File: src/rtl/bird_physics_render.sv
`default_nettype none
// ============================================================================
//  Module   : bird_physics_render
//  Purpose  : Per-pixel renderer and once-per-frame bird physics for the
//             Flappy Bird display path. Consumes hc/vc/showon from the VGA
//             timing generator and produces registered 8-bit RGB.
//  Revision : 1.0  initial release
// ============================================================================
module bird_physics_render #(
    parameter int BIRD_X    = 300,
    parameter int BIRD_SIZE = 16,
    parameter int Y_START   = 232,
    parameter int Y_MAX     = 464,
    parameter int FLAP_VEL  = -8,
    parameter int GRAVITY   = 1,
    parameter int MAX_FALL  = 8
) (
    input  logic       vga_clk,
    input  logic       rst,
    input  logic [9:0] hc,
    input  logic [9:0] vc,
    input  logic       showon,
    input  logic       flap,
    output logic [7:0] vga_r,
    output logic [7:0] vga_g,
    output logic [7:0] vga_b,
    output logic [8:0] bird_y,
    output logic [1:0] state,
    output logic       dead
);

    typedef enum logic [1:0] {
        ST_IDLE = 2'd0,
        ST_FLY  = 2'd1,
        ST_DEAD = 2'd2
    } state_t;

    localparam logic        [8:0]  c_y_start   = 9'(Y_START);
    localparam logic        [8:0]  c_y_max     = 9'(Y_MAX);
    localparam logic signed [10:0] c_y_max11   = 11'(Y_MAX);
    localparam logic signed [5:0]  c_flap_vel  = 6'(FLAP_VEL);
    localparam logic signed [6:0]  c_gravity   = 7'(GRAVITY);
    localparam logic signed [6:0]  c_max_fall7 = 7'(MAX_FALL);
    localparam logic signed [5:0]  c_max_fall6 = 6'(MAX_FALL);
    localparam logic        [9:0]  c_bird_x    = 10'(BIRD_X);
    localparam logic        [9:0]  c_bird_xe   = 10'(BIRD_X + BIRD_SIZE);
    localparam logic        [10:0] c_size11    = 11'(BIRD_SIZE);

    state_t             r_state;
    state_t             w_state_nx;
    logic        [8:0]  r_bird_y;
    logic        [8:0]  w_y_nx;
    logic signed [5:0]  r_vel;
    logic signed [5:0]  w_vel_nx;
    logic               r_flap_d;
    logic               r_flap_pending;

    logic               w_tick;
    logic               w_flap_edge;
    logic               w_flap_now;
    logic signed [6:0]  w_vel_grav;
    logic signed [5:0]  w_vel_sat;
    logic signed [5:0]  w_vel_new;
    logic signed [10:0] w_ny;

    // Last clock of the frame: the only cycle in which physics advances.
    assign w_tick      = (hc == 10'd799) && (vc == 10'd524);
    assign w_flap_edge = flap & ~r_flap_d;
    // An edge landing on the tick cycle itself still counts for that tick.
    assign w_flap_now  = r_flap_pending | w_flap_edge;

    assign w_vel_grav = {r_vel[5], r_vel} + c_gravity;
    assign w_vel_sat  = (w_vel_grav > c_max_fall7) ? c_max_fall6 : w_vel_grav[5:0];
    assign w_vel_new  = w_flap_now ? c_flap_vel : w_vel_sat;
    // Widened signed sum so the ceiling/ground clamps see the true value.
    assign w_ny       = $signed({2'b00, r_bird_y}) + $signed({{5{w_vel_new[5]}}, w_vel_new});

    // Flap history and pending flag; pending is consumed on every tick.
    always_ff @(posedge vga_clk or posedge rst) begin
        if (rst) begin
            r_flap_d       <= 1'b0;
            r_flap_pending <= 1'b0;
        end else begin
            r_flap_d <= flap;
            if (w_tick)
                r_flap_pending <= 1'b0;
            else if (w_flap_edge)
                r_flap_pending <= 1'b1;
        end
    end

    // Game state, position and velocity registers.
    always_ff @(posedge vga_clk or posedge rst) begin
        if (rst) begin
            r_state  <= ST_IDLE;
            r_bird_y <= c_y_start;
            r_vel    <= '0;
        end else begin
            r_state  <= w_state_nx;
            r_bird_y <= w_y_nx;
            r_vel    <= w_vel_nx;
        end
    end

    // Next-state and physics update, evaluated only on the frame tick.
    always_comb begin
        w_state_nx = r_state;
        w_y_nx     = r_bird_y;
        w_vel_nx   = r_vel;
        if (w_tick) begin
            case (r_state)
                ST_IDLE, ST_FLY: begin
                    if (r_state == ST_IDLE && !w_flap_now) begin
                        w_y_nx   = c_y_start;
                        w_vel_nx = '0;
                    end else if (w_ny[10]) begin
                        w_y_nx     = '0;
                        w_vel_nx   = '0;
                        w_state_nx = ST_FLY;
                    end else if (w_ny >= c_y_max11) begin
                        w_y_nx     = c_y_max;
                        w_vel_nx   = '0;
                        w_state_nx = ST_DEAD;
                    end else begin
                        w_y_nx     = w_ny[8:0];
                        w_vel_nx   = w_vel_new;
                        w_state_nx = ST_FLY;
                    end
                end
                ST_DEAD: begin
                    if (w_flap_now) begin
                        w_y_nx     = c_y_start;
                        w_vel_nx   = '0;
                        w_state_nx = ST_IDLE;
                    end
                end
                default: begin
                    w_y_nx     = c_y_start;
                    w_vel_nx   = '0;
                    w_state_nx = ST_IDLE;
                end
            endcase
        end
    end

    logic [9:0]  w_x;
    logic [9:0]  w_y;
    logic [10:0] w_y11;
    logic [10:0] w_top11;
    logic        w_in_box;

    assign w_x      = hc - 10'd144;
    assign w_y      = vc - 10'd35;
    assign w_y11    = {1'b0, w_y};
    assign w_top11  = {2'b00, r_bird_y};
    assign w_in_box = (w_x >= c_bird_x) && (w_x < c_bird_xe) &&
                      (w_y11 >= w_top11) && (w_y11 < (w_top11 + c_size11));

    // Registered pixel colour: black in blanking, bird box, otherwise sky.
    always_ff @(posedge vga_clk or posedge rst) begin
        if (rst) begin
            vga_r <= 8'h00;
            vga_g <= 8'h00;
            vga_b <= 8'h00;
        end else if (!showon) begin
            vga_r <= 8'h00;
            vga_g <= 8'h00;
            vga_b <= 8'h00;
        end else if (w_in_box) begin
            vga_r <= 8'hFF;
            vga_g <= (r_state == ST_DEAD) ? 8'h00 : 8'hD0;
            vga_b <= 8'h00;
        end else begin
            vga_r <= 8'h70;
            vga_g <= 8'hC0;
            vga_b <= 8'hFF;
        end
    end

    assign bird_y = r_bird_y;
    assign state  = r_state;
    assign dead   = (r_state == ST_DEAD);

endmodule
`default_nettype wire

File: config.mk
export PLATFORM = sky130hd
export DESIGN_NAME = bird_physics_render
export DESIGN_NICKNAME = d
export VERILOG_FILES = /design/src/rtl/bird_physics_render.sv
export SDC_FILE = /design/constraint.sdc
export NUM_CORES = 1
export LEC_CHECK = 0
export ABC_CLOCK_PERIOD_IN_PS = 6600
export CAP_MARGIN = 20
export CORE_MARGIN = 2
export CORE_UTILIZATION = 55
export DETAILED_ROUTE_END_ITERATION = 6
export GPL_TIMING_DRIVEN = 0
export PLACE_DENSITY = 0.87
export SYNTH_ARGS = -nofsm -noshare
export SYNTH_HDL_FRONTEND = slang
export SYNTH_SLANG_ARGS = --single-unit
File: constraint.sdc
create_clock -name vga_clk -period 6.6 [get_ports vga_clk]
set_clock_uncertainty 0.05 [all_clocks]
set_input_delay 1.32 -clock vga_clk [delete_from_list [all_inputs] [get_ports vga_clk]]
set_output_delay 1.32 -clock vga_clk [all_outputs]
set_load 0.05 [all_outputs]
# Yosys cells after proc, flatten, opt, wreduce, memory -nomap -nowiden
# Index checks and enable logic that the tools add are counted.
dict set report op_classes {
  n_reduce_logical 11
  n_eq_ne 6
  bitwise_logic 3
  mux 26
  magnitude_cmp 6
  add_sub_neg 5
}
# op count
set op_table {}
lappend op_table {{$mux W8} 7}
lappend op_table {{$mux W6} 6}
lappend op_table {{$mux W9} 4}
lappend op_table {{$eq A10 B10 Y1 const B} 2}
lappend op_table {{$pmux W9 S2} 1}
lappend op_table {{$pmux W6 S2} 1}
lappend op_table {{$add A10 B6 Y11} 1}
lappend op_table {{$ge A11 B10 Y1 const B} 1}
lappend op_table {{$add A9 B5 Y10 const B} 1}
lappend op_table {{$ge A10 B9 Y1} 1}
lappend op_table {{$ge A10 B9 Y1 const B} 1}
lappend op_table {{$lt A10 B10 Y1} 1}
lappend op_table {{$lt A10 B9 Y1 const B} 1}
lappend op_table {{$sub A10 B6 Y10 const B} 1}
lappend op_table {{$sub A10 B8 Y10 const B} 1}
lappend op_table {{$mux W2} 4}
lappend op_table {{$add A6 B2 Y7 const B} 1}
lappend op_table {{$gt A7 B5 Y1 const B} 1}
lappend op_table {{$logic_and A1 B1 Y1} 5}
lappend op_table {{$pmux W2 S2} 1}
lappend op_table {{$reduce_and A3 Y1} 1}
lappend op_table {{$eq A2 B1 Y1 const B} 1}
lappend op_table {{$eq A2 B2 Y1 const B} 1}
lappend op_table {{$logic_not A2 Y1} 1}
lappend op_table {{other kinds (10)} 11}
dict set report totals {
  regBits 43
  inputBits 24
  out_inout_bits 36
}

# Logic depth before layout (Yosys ltp)
dict set report logic_depth {
  depth_word 10
  depth_mapped 16
}

# Least setup slack after synthesis
# No wires, ideal clock.
dict set report synth_path {
  path_kind {input to register}
  start {in flap}
  end {reg r_bird_y[1], in the netlist bird_y[1]}
  setup_ns 0.122
  arrival_time_ns 3.805
  cell_stages 10
  setup_slack_ns 2.623
  path_cell_list {a21oi_1 nand2_1 ha_1 and3_1 a221o_1 a31oi_1 o32ai_2 and2_1 buf_2 a32o_1}
}
dict set report synth_between {
  elab_chain_cells 9
  word_cells_on_any_way 13
  cone_classes {add/sub: 1; order compare: 1; eq/ne: 1; mux: 5; bitwise: 2; reduce/logical: 3}
}
# element line
set synth_rtl {}
lappend synth_rtl {{from (decl)} 23} ;# input logic flap,
lappend synth_rtl {{$and A1 B1 Y1 *} 68} ;# assign w_flap_edge = flap & ~r_flap_d;
lappend synth_rtl {{$or A1 B1 Y1 *} 70} ;# assign w_flap_now = r_flap_pending | w_flap_edge;
lappend synth_rtl {{$mux W6} 74} ;# assign w_vel_new = w_flap_now ? c_flap_vel : w_vel_sat;
lappend synth_rtl {{$add A10 B6 Y11} 76} ;# assign w_ny = $signed({2'b00, r_bird_y}) + $signed({{5{w_vel_new[5]}}, w_vel_new});
lappend synth_rtl {{$ge A11 B10 Y1} 120} ;# end else if (w_ny >= c_y_max11) begin
lappend synth_rtl {{$mux W9} 120}
lappend synth_rtl {{$mux W9} 116} ;# end else if (w_ny[10]) begin
lappend synth_rtl {{$mux W9} 113} ;# if (r_state == ST_IDLE && !w_flap_now) begin
lappend synth_rtl {{$pmux W9 S2} 111} ;# case (r_state)
lappend synth_rtl {{to (signal assigned)} 96} ;# r_bird_y <= c_y_start;
lappend synth_rtl {{to (signal assigned)} 100} ;# r_bird_y <= w_y_nx;
lappend synth_rtl {{to (decl)} 51} ;# logic [8:0] r_bird_y;
# Mark *: on every way between the ends. The rest lies on a longest branch, timed or not.
# A chain may end at the register's enable or synchronous reset.

# Final worst setup path
# Ends and elaborated chain as after synthesis.

==> results.md <==
* Global-route usage over all layers at 24.9%
* H-tree Lvls at 1
* Clk network pwr share at 34.8%
* First-pass GRT wire length at 10400 µm
* Slowest cell delay on critical path at 640 ps
* Commonest non-fill, non-tap cell in the layout: clkdlybuf4s50_1
* Pwr Total at 0.369 mW
* Net Sw Power at 0.0982 mW
* IO Pins at 60
* Final setup TNS at 0 ps
* Wirelength, routed at 6150 µm
* Final Setup Violations at 0
* DP Area at 3130 µm²
* Initial antenna violation count at 0
* Synth top area share at 20.0%
* Final hold viol count at 0
* Final Non-Filler Cells at 394
* CTS Sinks at 24
* Pwr dens at 115 nW/µm²
* Final worst path period share at 73.4%
* Critical R2R Launch: r_vel[0]
* RSZ-0062 raised after global routing: false
* Synth-to-layout area growth at 27.6%
* VDD IR max at 0.000106 V
* Worst-skew pair later-pin latency at 270 ps
* CP Capture Type: register
* Reg clk slew, reported paths at 90 ps
* Reg2reg path depth at 16
* Detail Placement HPWL at 4820 µm
* Relative slew slack at 38.3%
* Main synth FF type: dfrtp_1
* Worst setup margin at 1750 ps
* # fillers at 338
* CP Data Required Time at 6710 ps
* Final Max Slew Viols at 0
* Ratio of cells with drive above 1 in the final layout at 12.6%
* Top post-synthesis cells by area: dfrtp_1 (20%), ha_1 (15%), buf_4 (5.7%)
* Async SR Flop Fraction at 100%
* Combinational Power Share at 24.6%
* Vias per cell at 6.08
* Hold_sp: bird_y[7]
* Post-Synthesis Cell Area at 2510 µm²
* Core box area at 4380 µm²
* Sequential cell area fraction in the yosys report at 24.2%
* Sequential cell fraction of total power at 40.5%
* Post-CTS Hold Buffers at 0
* Post-layout util at 73.0%
* Initial Util at 57.2%
* EDFF count, synth at 0
* Syn avg cell area at 8.96 µm²
* Hold path depth at 2
* Post-synthesis register bit count at 24
* Clock root buffer: clkbuf_8
* Hold EP: bird_y[7]
* Wire per inst at 15.6 µm
* Rows at 24
* Library cells used by synthesis at 63
* Run status: finished, final reports clean
* Ys Warns at 0
* ANT nets after route at 0
* # nets final at 398
* Crit-path cells: clkdlybuf4s50_1 > a21oi_1 > nand2_1 > ha_1 > and3_1 > a221o_1 > a31oi_1 > o32ai_2 > and2_1 > buf_2 > a32o_1
* Largest net degree at the start of global routing at 25
* CTS tree: done
* Initial DRC Count at 244
* PortBufs at 54
* Remaining DRCs at 0
* Slew @ Worst Pin at 903 ps
* Maximum clock frequency at 0.206 GHz
* Leak at 1.43 nW
* Critical path launch point type: primary input
* RePlAce Congestion at 0.924
* Crit path kind: primary input to register
* Clock period minus worst slack at 4850 ps
* Pre-CTS WS at 1540 ps
* Placed Instances at 390
* Most frequent cells in the layout: clkdlybuf4s50_1 (54), ha_1 (30), dfrtp_1 (20)
* R2R Setup Slk at 2440 ps
* Setup Fix Bufs, Post-CTS at 0
* DIE WIDTH at 71.5 µm
* Crit-path slowest cell: a21oi_1
* Vias at 2396
* Internal power at 0.271 mW
* WP data arrival at 4960 ps
* Sw frac at 26.6%
* Synthesized instance count at 280
* Cts bufs inserted at 3
* Cts repair resizes at 0
* Crit-path max FO at 9
* Final instance area at 3200 µm²
* Number of global-route vias before repair at 2229
* Hold_ws at 519 ps
* Hold Crit Class: register to register
* Pre-antenna DRT Iters at 4
* Deepest clock path buffer count at 2
* N_diodes at 0
* DIE AREA at 5120 µm²
* Grt ovf at 0
* Post-synthesis cell type with the largest combined area: dfrtp_1
* R2r endpoint: bird_y[1]
* MaxCap Viol Count at 0
* Vert. Die Dim at 71.5 µm
[synth_stat cells (3+ instances only)]
master    number
nor2_1        14
o22ai_1        3
inv_1         16
and2_1         4
ha_1          30
buf_2          6
and3_1         4
a31oi_1        3
nand4b_1       4
nand2_1       19
a21oi_1       11
a211oi_1       5
nor3b_1        3
a211o_1        4
a21o_1         8
o21ai_0        6
dfstp_2        4
dfrtp_1       20
o211ai_1       4
nor3_1         4
xor2_1         7
a32o_1         5
o21a_1         6
nor2b_1        6
xnor2_1       13
buf_4         19
nand3_1        8
[area by class of cell]
class,instances,area (µm²),share of cell area [%]
inverter,16,60.1,1.88
timing repair buffer,54,541,16.9
tap,52,65.1,2.03
sequential,24,606,18.9
clock buffer,3,41.3,1.29
clock inverter,1,30.0,0.939
buffer,27,188,5.87
multi-input combinational,217,1670,52.2
[state kept, by name, summed over array words and instances (netlist names)]
register        cells
bird_y              9
r_vel               6
state               2
vga_g               2
vga_r               2
r_flap_d            1
r_flap_pending      1
vga_b               1
[power groups by stage]
| stage | registers, mW | clock network, mW | logic, mW |
|---|---|---|---|
| global route | 0.150 | 0.137 | 0.0995 |
| detailed placement | 0.152 | 0 | 0.0903 |
| global placement | 0.152 | 0 | 0.0889 |
| CTS | 0.149 | 0.130 | 0.0908 |
| finish | 0.149 | 0.129 | 0.0909 |
| floorplan | 0.156 | 0 | 0.0540 |
[worst max path at each step]
stage,start,endpoint,slack (ps),depth (start not counted)
2_1_floorplan,flap,bird_y[1],2620,10
3_3_place_gp,flap,bird_y[1],1570,11
3_5_place_dp,flap,bird_y[1],1540,11
4_1_cts,flap,bird_y[1],1820,11
5_1_grt,flap,bird_y[2],1580,10
6_report,flap,bird_y[1],1750,11
[kinds of logic after synthesis]
logic type / Yosys count / share of synthesized area [%]
buf+inv: 43 / 9.88
compound gates: 81 / 25.4
flops: 24 / 24.2
other cells: 1 / 0.150
xor+xnor: 20 / 6.99
simple gates: 79 / 17.3
fa+ha+maj: 31 / 15.8
mux: 1 / 0.399
[routing by layer]
layer  track usage [%]  share of wire, %  wire, µm  vias to the layer above
met5                 0                 0         0                        -
met4              7.76               1.7       102                        0
met3              2.95               7.8       477                       13
met2              39.9                45      2780                      108
met1              35.3                45      2790                     1117
li1                  -                 -         -                     1158
[critical path: cells and delay by family]
kind,cells,cell delay (ps)
buffers and inverters,2,600
AOI/OAI and AO/OA,5,1730
and+or+nand+nor,3,790
adders and majority gates,1,500
Note: power is estimated with default switching activity, not from simulation.
==> RTL edit: new RTL, config.mk and constraints unchanged <==
Add an input register stage for `hc`, `vc`, `showon` and `flap`, without a reset; this delays them by one clock.
--- a/src/rtl/bird_physics_render.sv
+++ b/src/rtl/bird_physics_render.sv
@@ -47,4 +47,16 @@
     localparam logic        [10:0] c_size11    = 11'(BIRD_SIZE);
 
+    logic [9:0] hc_q;
+    logic [9:0] vc_q;
+    logic showon_q;
+    logic flap_q;
+
+    always_ff @(posedge vga_clk) begin
+        hc_q     <= hc;
+        vc_q     <= vc;
+        showon_q <= showon;
+        flap_q   <= flap;
+    end
+
     state_t             r_state;
     state_t             w_state_nx;
@@ -65,6 +77,6 @@
 
     // Last clock of the frame: the only cycle in which physics advances.
-    assign w_tick      = (hc == 10'd799) && (vc == 10'd524);
-    assign w_flap_edge = flap & ~r_flap_d;
+    assign w_tick      = (hc_q == 10'd799) && (vc_q == 10'd524);
+    assign w_flap_edge = flap_q & ~r_flap_d;
     // An edge landing on the tick cycle itself still counts for that tick.
     assign w_flap_now  = r_flap_pending | w_flap_edge;
@@ -82,5 +94,5 @@
             r_flap_pending <= 1'b0;
         end else begin
-            r_flap_d <= flap;
+            r_flap_d <= flap_q;
             if (w_tick)
                 r_flap_pending <= 1'b0;
@@ -150,6 +162,6 @@
     logic        w_in_box;
 
-    assign w_x      = hc - 10'd144;
-    assign w_y      = vc - 10'd35;
+    assign w_x      = hc_q - 10'd144;
+    assign w_y      = vc_q - 10'd35;
     assign w_y11    = {1'b0, w_y};
     assign w_top11  = {2'b00, r_bird_y};
@@ -163,5 +175,5 @@
             vga_g <= 8'h00;
             vga_b <= 8'h00;
-        end else if (!showon) begin
+        end else if (!showon_q) begin
             vga_r <= 8'h00;
             vga_g <= 8'h00;
Formal check against the unedited RTL: not equivalent (a bounded check fails within 4 cycles, from zero or initial values and one cycle with rst high).
==> RTL edit against the original RTL <==
Synthesized area up 14%. Sequential cell count increased by 22. Cell count up 12%. Sequential power rose by 98%. Wire length up 5.9%. Via count grew 0.50%. Setup slack gained 760 ps. Power grew 61%. Clock power is 64% higher. Design area grew 13%. Highest routed layer unchanged.
==> RTL edit: results (changes against the original RTL) <==
- The number of clock buffers inserted by TritonCTS came to 5 (+2).
- Arr. time, crit path: 4210 ps (-750 ps)
- The first-pass GRT wire length was 10800 um (+4.6%).
- Antenna violations before repair: 0 (unchanged)
- Vias post-DR: 2408 (+0.50%)
* Final weighted congestion in routability-driven placement: 0.839 (-9.2%)
- Avg Cell Area, Syn: 9.34 um^2 (+4.3%)
- Total number of yosys warnings: 0 (unchanged)
- Number of global-route vias before repair: 2281 (+2.3%)
- Dpl ws: 2580 ps (+1040 ps)
- The overall fraction of global-route tracks in use came to 23.0% (-1.9 points).
- Later-pin clock latency in the skew report: 310 ps (+40 ps)
- The static power due to leakage came to 1.54 nW (+7.5%).
* Final WL: 6510 um (+5.9%)
- Crit-path max cell delay: 480 ps (-160 ps)
- Element type at the critical path end: register
* Xor and xnor fraction of the mapped netlist area: 6.43% (-0.55 points)
- The filler cell count in the final layout is 411 (+22%).
- Post-route setup slack: 2510 ps (+761 ps)
* Share of synthesized area occupied by flip-flops and latches: 36.6% (+12 points)
- The DRC violation total after the first TritonRoute iteration is 196 (-20%).
* Async S/R FF share, synth: 52.2% (-48 points)
* Yosys cell types: 56 (-11%)
- In the post-synthesis netlist, the biggest area contributors are dfrtp_1 18%, dfxtp_1 15%, ha_1 13%.
- Result of the run: finished, final reports clean
- The post-synthesis mux area share was 1.09% (+0.69 points).
- Counting instances in the post-synthesis netlist gives the leading cell types as 30 x ha_1, 27 x nand2_1, 22 x dfxtp_1, 22 x inv_1, 20 x dfrtp_1.
- The number of standard cells in the final layout excluding fillers is 442 (+12%).
- The flip-flop and latch power is 295 uW (+98%).
- Among all flip-flop cells after synthesis, the most frequent one is dfxtp_1.
- Post-synthesis share of cell area spent on full adders, half adders and majority gates: 13.8% (-1.9 points)
- The share of total power in sequential cells is 49.8% (+9.3 points).
- STA classifies the critical path startpoint as a register.
- The pin count of the biggest net entering global routing is 25 (unchanged).
* Maximum VDD drop: 0.000118 V (+11%)
* H-tree level count: 2 (+1)
- Cell total after placement: 434 (+11%)
* Proportion of layout cells with a drive suffix above 1: 10.5% (-2.1 points)
- Slew at the pin closest to its max-slew limit: 881 ps (-22.3 ps)
- The instance area after placement is 3500 um^2 (+12%).
- The power in the clock group came to 211 uW (+64%).
- The startpoint identified for the worst hold timing path is flap_q$_DFF_P_.
* First drt pass iteration count: 5 (+1)
* Cell type group with the largest total delay on the critical path: simple AND/OR/NAND/NOR gates
- Switching power: 150 uW (+53%)
* Highest-delay cell along the critical path: dfrtp_1
- Half-perimeter wire length after placement: 5150 um (+6.9%)
- Compound-gate portion of the synthesized area: 17.1% (-8.3 points)
-- RTL edit: final cells by class --
type	count	area (um^2)	area share, %
plain buffers	22	161	4.47
clock buffers	5	68.8	1.90
clock inverters	3	43.8	1.21
inverters	22	82.6	2.28
multi-input cells	220	1580	43.8
flip-flops and latches	46	1050	28.9
well taps	70	87.6	2.42
repair buffers	54	541	15.0
-- RTL edit: how the worst min path moves through the flow --
stage               depth (start not counted)            endpoint  slack (ps)
CTS                                         0  r_flap_d$_DFF_PP0_         310
floorplan                                   0  r_flap_d$_DFF_PP0_         280
global placement                            0  r_flap_d$_DFF_PP0_         290
detailed placement                          0  r_flap_d$_DFF_PP0_         300
finish                                      0  r_flap_d$_DFF_PP0_         310
global route                                0  r_flap_d$_DFF_PP0_         320
-- RTL edit: metal layers --
layer	track usage (%)	up-vias	routed length [um]
met5	0	-	0
met4	8.73	0	137
met3	3.67	14	287
met2	37.5	88	3100
met1	30.9	1103	2990
li1	-	1203	-
